File: config.mk
export PLATFORM = sky130hd
export DESIGN_NAME = ir_prefetch_flat
export DESIGN_NICKNAME = d
export VERILOG_FILES = /design/src/rtl/ir_pkg.sv /design/src/rtl/ir_prefetch_if.sv /design/src/rtl/ir_fifo.sv /design/src/rtl/ir_prefetch.sv /design/src/flat_wrapper.sv
export SDC_FILE = /design/constraint.sdc
export NUM_CORES = 1
export LEC_CHECK = 0
export CORE_ASPECT_RATIO = 1.4
export CORE_UTILIZATION = 50
export CTS_CLUSTER_DIAMETER = 100
export CTS_CLUSTER_SIZE = 30
export DETAILED_ROUTE_END_ITERATION = 8
export HOLD_SLACK_MARGIN = 0.1
export MAX_ROUTING_LAYER = met4
export PLACE_DENSITY = 0.81
export SYNTH_ARGS = -nofsm -noshare
export SYNTH_HDL_FRONTEND = slang
export SYNTH_SLANG_ARGS = --single-unit
export TNS_END_PERCENT = 20
File: constraint.sdc
create_clock -name clk -period 6.3 [get_ports clk]
set_input_delay 1.26 -clock clk [delete_from_list [all_inputs] [get_ports clk]]
set_output_delay 1.26 -clock clk [all_outputs]
set_load 0.03 [all_outputs]
File: src/rtl/ir_pkg.sv
// Shared constants, instruction word type and long-opcode decode for the prefetch queue.
// Optional macro IR_LONG_INSTR_EN enables two-word instructions.
package ir_pkg;

  localparam int INSTR_W_DEF  = 8;
  localparam int OPCODE_W_DEF = 4;

`ifdef IR_LONG_INSTR_EN
  localparam bit LONG_EN = 1'b1;
`else
  localparam bit LONG_EN = 1'b0;
`endif

  typedef logic [INSTR_W_DEF-1:0] instr_t;

  // op is the zero-extended opcode field, w its real width; only its MSB matters.
  function automatic logic is_long_opcode(input logic [31:0] op, input int unsigned w);
    return LONG_EN && op[w-1];
  endfunction

endpackage

File: src/rtl/ir_prefetch_if.sv
// Memory-to-prefetch-queue word handshake (valid/ready).
interface ir_prefetch_if #(
  parameter int INSTR_W = 8
);
  logic               in_valid;
  logic [INSTR_W-1:0] in_data;
  logic               in_ready;

  modport master (output in_valid, output in_data, input in_ready);
  modport slave  (input in_valid, input in_data, output in_ready);
endinterface

File: src/rtl/ir_fifo.sv
// Circular instruction buffer with single or double pop and a head+1 peek port.
// The second peek port and pop2 exist only under IR_LONG_INSTR_EN.
module ir_fifo #(
  parameter int W     = 8,
  parameter int DEPTH = 4,
  localparam int PTR_W = $clog2(DEPTH),
  localparam int CNT_W = $clog2(DEPTH+1)
) (
  input  logic             clk,
  input  logic             reset_n,
  input  logic             flush,
  input  logic             push,
  input  logic [W-1:0]     data,
  input  logic             pop1,
`ifdef IR_LONG_INSTR_EN
  input  logic             pop2,
  output logic [W-1:0]     head_next,
`endif
  output logic [W-1:0]     head,
  output logic [CNT_W-1:0] count
);

  logic [W-1:0]     mem [DEPTH];
  logic [PTR_W-1:0] wr_ptr;
  logic [PTR_W-1:0] rd_ptr;
  logic [1:0]       pop_n;

  assign head = mem[rd_ptr];
`ifdef IR_LONG_INSTR_EN
  assign head_next = mem[rd_ptr + PTR_W'(1)];
  assign pop_n     = pop2 ? 2'd2 : {1'b0, pop1};
`else
  assign pop_n     = {1'b0, pop1};
`endif

  always_ff @(posedge clk) begin
    if (push)
      mem[wr_ptr] <= data;
  end

  // Pointers wrap naturally because DEPTH is a power of two.
  always_ff @(posedge clk or negedge reset_n) begin
    if (!reset_n) begin
      wr_ptr <= '0;
      rd_ptr <= '0;
      count  <= '0;
    end else if (flush) begin
      wr_ptr <= '0;
      rd_ptr <= '0;
      count  <= '0;
    end else begin
      if (push)
        wr_ptr <= wr_ptr + PTR_W'(1);
      rd_ptr <= rd_ptr + PTR_W'(pop_n);
      count  <= count + CNT_W'(push) - CNT_W'(pop_n);
    end
  end

endmodule

File: src/rtl/ir_prefetch.sv
// Instruction prefetch queue feeding a decoded instruction register, with branch flush.
// Optional macro IR_LONG_INSTR_EN: opcode MSB=1 marks a two-word instruction.
module ir_prefetch
  import ir_pkg::*;
#(
  parameter int INSTR_W  = INSTR_W_DEF,
  parameter int OPCODE_W = OPCODE_W_DEF,
  parameter int DEPTH    = 4,
  localparam int ADDR_W  = INSTR_W - OPCODE_W,
  localparam int CNT_W   = $clog2(DEPTH+1)
) (
  input  logic                clk,
  input  logic                reset_n,
  ir_prefetch_if.slave        mem,
  input  logic                ir_write,
  input  logic                flush,
  output logic [OPCODE_W-1:0] opcode,
  output logic [ADDR_W-1:0]   address_field,
  output logic [INSTR_W-1:0]  ext_operand,
  output logic                long_instr,
  output logic                ir_valid,
  output logic                instr_avail,
  output logic [CNT_W-1:0]    q_count
);

  logic               push;
  logic               load;
  logic               pop1;
  logic [INSTR_W-1:0] head;

  assign mem.in_ready = !flush && (q_count < CNT_W'(DEPTH));
  assign push         = mem.in_valid && mem.in_ready;
  assign load         = ir_write && instr_avail && !flush;

`ifdef IR_LONG_INSTR_EN
  logic               head_long;
  logic               pop2;
  logic [INSTR_W-1:0] head_next;

  assign head_long   = is_long_opcode(32'(head[INSTR_W-1 -: OPCODE_W]), OPCODE_W);
  assign instr_avail = head_long ? (q_count >= CNT_W'(2)) : (q_count >= CNT_W'(1));
  assign pop1        = load && !head_long;
  assign pop2        = load && head_long;
`else
  assign instr_avail = (q_count >= CNT_W'(1));
  assign pop1        = load;
  assign ext_operand = '0;
  assign long_instr  = 1'b0;
`endif

  ir_fifo #(
    .W     (INSTR_W),
    .DEPTH (DEPTH)
  ) u_fifo (
    .clk       (clk),
    .reset_n   (reset_n),
    .flush     (flush),
    .push      (push),
    .data      (mem.in_data),
    .pop1      (pop1),
`ifdef IR_LONG_INSTR_EN
    .pop2      (pop2),
    .head_next (head_next),
`endif
    .head      (head),
    .count     (q_count)
  );

  // Flush wins over ir_write; a request with nothing complete at the head is a bubble.
  always_ff @(posedge clk or negedge reset_n) begin
    if (!reset_n) begin
      opcode        <= '0;
      address_field <= '0;
      ir_valid      <= 1'b0;
`ifdef IR_LONG_INSTR_EN
      ext_operand   <= '0;
      long_instr    <= 1'b0;
`endif
    end else if (flush) begin
      ir_valid <= 1'b0;
    end else if (ir_write) begin
      if (instr_avail) begin
        opcode        <= head[INSTR_W-1 -: OPCODE_W];
        address_field <= head[ADDR_W-1:0];
        ir_valid      <= 1'b1;
`ifdef IR_LONG_INSTR_EN
        ext_operand   <= head_long ? head_next : '0;
        long_instr    <= head_long;
`endif
      end else begin
        ir_valid <= 1'b0;
      end
    end
  end

endmodule

File: src/flat_wrapper.sv
// flat-port wrapper written by rule: the top's interface ports become plain ports
module ir_prefetch_flat import ir_pkg::*;
#(
  parameter int INSTR_W  = INSTR_W_DEF,
  parameter int OPCODE_W = OPCODE_W_DEF,
  parameter int DEPTH    = 4,
  localparam int ADDR_W  = INSTR_W - OPCODE_W,
  localparam int CNT_W   = $clog2(DEPTH+1)
)
  (clk, reset_n, ir_write, flush, opcode, address_field, ext_operand, long_instr, ir_valid, instr_avail, q_count, mem_in_valid, mem_in_data, mem_in_ready);
  ir_prefetch_if #(.INSTR_W(INSTR_W)) mem_i ();
  input  logic clk;
  input  logic reset_n;
  input  logic ir_write;
  input  logic flush;
  output logic [OPCODE_W-1:0] opcode;
  output logic [ADDR_W-1:0] address_field;
  output logic [INSTR_W-1:0] ext_operand;
  output logic long_instr;
  output logic ir_valid;
  output logic instr_avail;
  output logic [CNT_W-1:0] q_count;
  input wire logic [$bits(mem_i.in_valid)-1:0] mem_in_valid;
  input wire logic [$bits(mem_i.in_data)-1:0] mem_in_data;
  output wire logic [$bits(mem_i.in_ready)-1:0] mem_in_ready;
  assign mem_i.in_valid = mem_in_valid;
  assign mem_i.in_data = mem_in_data;
  assign mem_in_ready = mem_i.in_ready;
  ir_prefetch #(.INSTR_W(INSTR_W), .OPCODE_W(OPCODE_W), .DEPTH(DEPTH)) u_core (.clk(clk), .reset_n(reset_n), .mem(mem_i), .ir_write(ir_write), .flush(flush), .opcode(opcode), .address_field(address_field), .ext_operand(ext_operand), .long_instr(long_instr), .ir_valid(ir_valid), .instr_avail(instr_avail), .q_count(q_count));
endmodule
==> results of run 1 <==
==> metal layers <==
layer	GRT usage (%)	up-vias	part of all wire, %
met3	4.72	6	3.5
met4	8.25	0	2.0
met1	18.5	508	39
li1	-	461	-
met2	29.8	24	56
met5	-	-	0
==> layout make-up <==
class | instances | area (um2)
Inverter | 7 | 26.3
Multi-Input combinational cell | 58 | 584
Clock buffer | 6 | 82.6
Fill cell | 302 | 1510
Tap cell | 43 | 53.8
Timing Repair Buffer | 26 | 260
Sequential cell | 48 | 1360
Clock inverter | 2 | 38.8
==> metrics by stage <==
stage	std cells	setup WS [ns]
2_1_floorplan	125	3.16
3_3_place_gp	182	2.34
3_5_place_dp	182	2.33
4_1_cts	190	2.32
5_1_grt	190	2.23
6_report	190	2.33
==> registers in the layout, summed over array words and instances, names as in the netlist <==
name	count
u_core.opcode	4
u_core.u_fifo.rd_ptr	2
u_core.ir_valid	1
u_core.u_fifo.wr_ptr	2
u_core.address_field	4
u_core.u_fifo.count	3
u_core.u_fifo.mem	32
==> worst max-delay path, cell delays in order <==
cell	delay, ns
clkdlybuf4s50_1	0.60
nor2_1	0.17
clkdlybuf4s50_1	0.68
==> cell families (layout without fill, tap and decap cells) <==
logic type | after synthesis | after routing | share of synthesized area (%)
buf+inv | 19 | 41 | 5.26
xor+xnor | 3 | 3 | 1.30
flops | 48 | 48 | 67.3
other cells | 1 | 9 | 0.185
compound gates | 3 | 3 | 1.61
mux | 16 | 16 | 13.4
fa+ha+maj | 9 | 9 | 5.94
simple gates | 18 | 18 | 5.01
==> cell usage in the layout, fill, tap and decap left out, types with 4 or more instances in the layout <==
master	n
conb_1	9
inv_1	7
ha_1	8
clkbuf_8	6
mux4_2	8
mux2_2	8
clkdlybuf4s50_1	26
nor2_1	6
dfrtp_1	16
edfxtp_1	32
and2_1	4
==> worst paths after layout <==
check                                        start                      end  slack (ns)  cells past startpoint
setup / recovery                             flush             mem_in_ready        2.33                      3
hold / removal             u_core.address_field[0]  u_core.address_field[0]        0.51                      1
setup reg to reg            u_core.u_fifo.count[1]   u_core.u_fifo.count[2]        3.81                      9
hold reg to reg            u_core.address_field[0]  u_core.address_field[0]        0.51                      1
max in group asynchronous                  reset_n  u_core.u_fifo.wr_ptr[0]        4.45                      1
min in group asynchronous                  reset_n  u_core.address_field[3]        1.39                      1
==> power breakdown <==
| part | leakage (nW) | total [mW] | internal, mW | switching, mW |
|---|---|---|---|---|
| combinational | 0.345 | 0.305 | 0.144 | 0.161 |
| clock | 0.0614 | 0.229 | 0.130 | 0.0997 |
| sequential | 0.493 | 0.420 | 0.386 | 0.0340 |
| total | 0.899 | 0.955 | 0.660 | 0.294 |
==> results.md, run 1 <==
* Outcome: completed
* Yosys top cell by area: edfxtp_1
* Top cell type's share of synthesized area at 47.5%
* Dominant cells by area after synthesis: edfxtp_1 (48%), dfrtp_1 (20%), mux4_2 (8.9%), ha_1 (5.0%), mux2_2 (4.5%)
* Post-Route WL at 3100 um
* Peak supply drop at 0.264 mV
* PwrDens at 397 nW/um2
* Drt pass-1 iters at 3
* Share of cells above drive strength 1 at 18.4%
* Total number of vias at 999
* Area growth syn-to-layout at 19.1%
* CTS tree: done
* Total Power at 0.955 mW
* Nets at 168
* Area post-placement at 2290 um2
* Startpoint types: input port
* Hold slack at 0.509 ns
* Slew margin rel. at 51.3%
* Worst-path fanout max at 11
* Root buffer cell: clkbuf_8
* Fin area at 2410 um2
* Final setup fails at 0
* Htree depth at 2
* Port buffer count at 26
* Mapped Area at 2020 um2
* Clk sink count at 48
* FF+latch count, synth at 48
* Final Max Tran Viols at 0
* Post-CTS setup buffers at 0
* Number of synthesized flops with an enable pin at 32
* Setup TNS at 0 ns
* Asr flop ratio synth at 33.3%
* Critical path type: input port to output pin
* Worst Path Arrival at 2.71 ns
* CP Capture Type: output pin
* WP data required at 5.04 ns
* Leakage at 0.899 nW
* IO Pins at 36
* TritonCTS Buffers at 5
* Register area share after synthesis at 67.3%
* Antenna Cells at 0
* Tightest Pin Transition at 0.728 ns
* Starting density of the core at 51.6%
* Syn avg cell area at 17.3 um2
* Worst-Skew Late Latency at 0.30 ns
* FP Rows at 27
* Final hold vios at 0
* Largest net degree at the start of global routing at 17
* Gr ovfl total at 0
* Most frequent cells after synthesis: edfxtp_1 (32), dfrtp_1 (16), buf_4 (9)
* DRC viols at 0
* Top-count cell post-synth: edfxtp_1
* Synthesized instance count at 117
* DIE HEIGHT at 77.2 um
* Main synth FF type: edfxtp_1
* RSZ-0062 raised after global routing: false
* Die width at 55.7 um
* All-Layer GR Usage at 17.4%
* F_max at 0.252 GHz
* Clk buf depth at 2
* Initial drt markers at 36
* Syn. warnings at 0
* Finished Core Util at 61.4%
* Distinct cells, synth at 23
* Core footprint at 3920 um2
* Post_cts resized at 0
* First-pass GRT wire length at 5210 um
* DP HPWL at 2140 um
* Clock Pin Slew Worst Setup and Hold Paths at 0.08 ns
* Vias in the first global route at 1080
* Post-route ant nets at 0
* Max-Cap Viols at 0
* Initial antenna violation count at 0
* Die area at 4310 um2
* Wire per inst at 16.3 um
* Fin Clk Skew at 0.00700 ns
* Placer Congestion at 0.750
* Final min period at 3.97 ns
* Hold Path Class: flop to flop
* Hold Buf Count CTS at 0
* Vias per inst at 5.26
* Final Cycle Share at 63.1%
No activity file was read; power rests on OpenSTA's default activity.
==> run 2, diff against run 1 <==
==> constraint.sdc (replaced) <==
create_clock -name clk -period 4 [get_ports clk]
set_input_delay 0.8 -clock clk [delete_from_list [all_inputs] [get_ports clk]]
set_output_delay 0.8 -clock clk [all_outputs]
set_load 0.03 [all_outputs]
==> run 2 against run 1 <==
Non-clock buffer count stayed put; sequential cell count is the same; final area is 0.99% lower; total power increased by 51%; clock power grew 28%; critical path type unchanged; largest cell class unchanged.
==> results.md, run 2 (same netlist as run 1, synthesis figures left out) <==
* Final WS setup at 0.944 ns (-1.38 ns)
* CTS tree: done
* Clk buf depth at 2 (unchanged)
* Vias in the first global route at 1065 (-1.4%)
* Htree depth at 2 (unchanged)
* Critical path type: input port to output pin
* Hold Buf Count CTS at 0 (unchanged)
* Slowest CP cell: clkdlybuf4s50_1
* Largest regs: u_core.u_fifo.mem (32), u_core.address_field (4), u_core.opcode (4)
* Port buffer count at 26 (unchanged)
* Power share of the clock group at 20.4% (-3.6 points)
* Filler Cell Count at 300 (-0.66%)
* Setup TNS at 0 ns (unchanged)
* Placer Congestion at 0.767 (+2.2%)
* F_max at 0.327 GHz
* DP HPWL at 2240 um (+4.4%)
* Largest net degree at the start of global routing at 17 (unchanged)
* CP Capture Type: output pin
* Sequential Power Share at 46.3% (+2.3 points)
* Initial antenna violation count at 0 (unchanged)
* RSZ-0062 raised after global routing: false
* First-pass GRT wire length at 5180 um (-0.54%)
* Max-Cap Viols at 0 (unchanged)
* Drt pass-1 iters at 3 (unchanged)
* Total number of vias at 1010 (+1.1%)
* Final Cycle Share at 76.4%
* Top cell by count, worst path: clkdlybuf4s50_1
* Tightest Pin Transition at 0.730 ns (+0.00269 ns)
* DIE HEIGHT at 77.2 um (unchanged)
* Most frequent cells in the layout: edfxtp_1 (32), clkdlybuf4s50_1 (26), dfrtp_1 (16)
* DRC viols at 0 (unchanged)
* Sw frac at 32.1% (+1.3 points)
* Initial drt markers at 18 (-50%)
* Core footprint at 3920 um2 (unchanged)
* Outcome: completed
* Leakage at 0.882 nW (-2.0%)
* Share of cells above drive strength 1 at 18.4% (unchanged)
* Biggest register: u_core.u_fifo.mem
* Worst-path fanout max at 11 (unchanged)
* Post-CTS setup buffers at 0 (unchanged)
* Nets at 168 (unchanged)
* Fin Clk Skew at 0.00621 ns (-0.000794 ns)
* Max FFs per register at 32 (unchanged)
* Cell Chain, Critical Path: clkdlybuf4s50_1 -> nor2_1 -> clkdlybuf4s50_1
* Vias per inst at 5.32 (+1.1%)
* Die area at 4310 um2 (unchanged)
* WP data required at 3.20 ns (-1.84 ns)
* Post-Route WL at 3170 um (+2.3%)
* Starting density of the core at 51.6% (unchanged)
* Wire per inst at 16.7 um (+2.3%)
* Root buffer cell: clkbuf_8
* IO Pins at 36 (unchanged)
* Final setup fails at 0 (unchanged)
* FP Rows at 27 (unchanged)
* Clk sink count at 48 (unchanged)
* Post_cts resized at 0 (unchanged)
* Hold Path Class: flop to flop
* Fin area at 2380 um2 (-0.99%)
* Sw power at 0.462 mW (+57%)
* Die width at 55.7 um (unchanged)
* Startpoint types: input port
* PwrDens at 603 nW/um2 (+52%)
* Area post-placement at 2290 um2 (unchanged)
* Final min period at 3.06 ns
* Worst-Skew Late Latency at 0.30 ns (about the same)
* Area growth syn-to-layout at 17.9%
* Cell Int Power at 0.975 mW (+48%)
* Pre-CTS setup slack at 0.666 ns (-1.66 ns)
* Gr ovfl total at 0 (unchanged)
* Final Max Tran Viols at 0 (unchanged)
* Peak supply drop at 0.377 mV (+43%)
* Commonest non-fill, non-tap cell in the layout: edfxtp_1
* Post-route ant nets at 0 (unchanged)
* Clock Pin Slew Worst Setup and Hold Paths at 0.08 ns (about the same)
* Final hold vios at 0 (unchanged)
* Combinational power share at 33.3% (+1.3 points)
* Worst Path Arrival at 2.26 ns (-0.45 ns)
* All-Layer GR Usage at 17.2% (-0.24 points)
* Max incr delay on CP at 0.68 ns (about the same)
* Slew margin rel. at 51.2% (-0.18 points)
* Antenna Cells at 0 (unchanged)
* TritonCTS Buffers at 5 (unchanged)
-- run 2: cell count changes in the layout (fill, tap and decap cells not counted), sizes merged --
cell,previous run,this run
bufinv,1,0
clkinv,1,0
clkinvlp,0,2
-- run 2: metrics by stage --
step           hold WS (ns)  utilization (%)  cells  power, mW
2_1_floorplan         0.504                -    125      0.979
3_3_place_gp          0.493             58.3    182       1.14
3_5_place_dp          0.496             58.3    182       1.16
4_1_cts               0.515             60.8    190       1.46
5_1_grt               0.535             60.8    190       1.51
6_report              0.510             60.8    190       1.44
-- run 2: area by class of cell --
class                   instances  area [um2]  share of cell area (%)
clock inverters                 2        15.0                   0.630
clock buffers                   6        82.6                    3.46
multi-input cells              58         584                    24.5
inverters                       7        26.3                    1.10
repair buffers                 26         260                    10.9
well taps                      43        53.8                    2.26
flip-flops and latches         48        1360                    57.1
-- run 2: routing by layer --
| layer | vias to the layer above | track usage, % | wire (um) |
|---|---|---|---|
| li1 | 461 | - | - |
| met1 | 513 | 18.6 | 1250 |
| met2 | 27 | 29.3 | 1740 |
| met3 | 9 | 4.22 | 103 |
| met4 | 0 | 8.25 | 74 |
| met5 | - | - | 0 |
-- run 2: final timing paths --
kind	to	cells past startpoint	slack, ns	start
max	mem_in_ready	3	0.94	flush
min	u_core.opcode[3]	1	0.51	u_core.opcode[3]
max reg2reg	u_core.u_fifo.count[2]	9	1.54	u_core.u_fifo.count[1]
min reg2reg	u_core.opcode[3]	1	0.51	u_core.opcode[3]
max in group asynchronous	u_core.opcode[0]	1	2.60	reset_n
min in group asynchronous	u_core.u_fifo.count[2]	1	0.93	reset_n
-- run 2: critical path, delay by kind of cell --
family / cells / cell delay [ns]
buf+inv: 2 / 1.28
simple gates: 1 / 0.18
-- run 2: power by group through the flow --
| stage | clock network [mW] | registers (mW) | logic (mW) |
|---|---|---|---|
| 3_5_place_dp | 0 | 0.680 | 0.482 |
| 3_3_place_gp | 0 | 0.673 | 0.470 |
| 5_1_grt | 0.317 | 0.680 | 0.509 |
| 2_1_floorplan | 0 | 0.761 | 0.218 |
| 6_report | 0.294 | 0.665 | 0.478 |
| 4_1_cts | 0.302 | 0.669 | 0.484 |
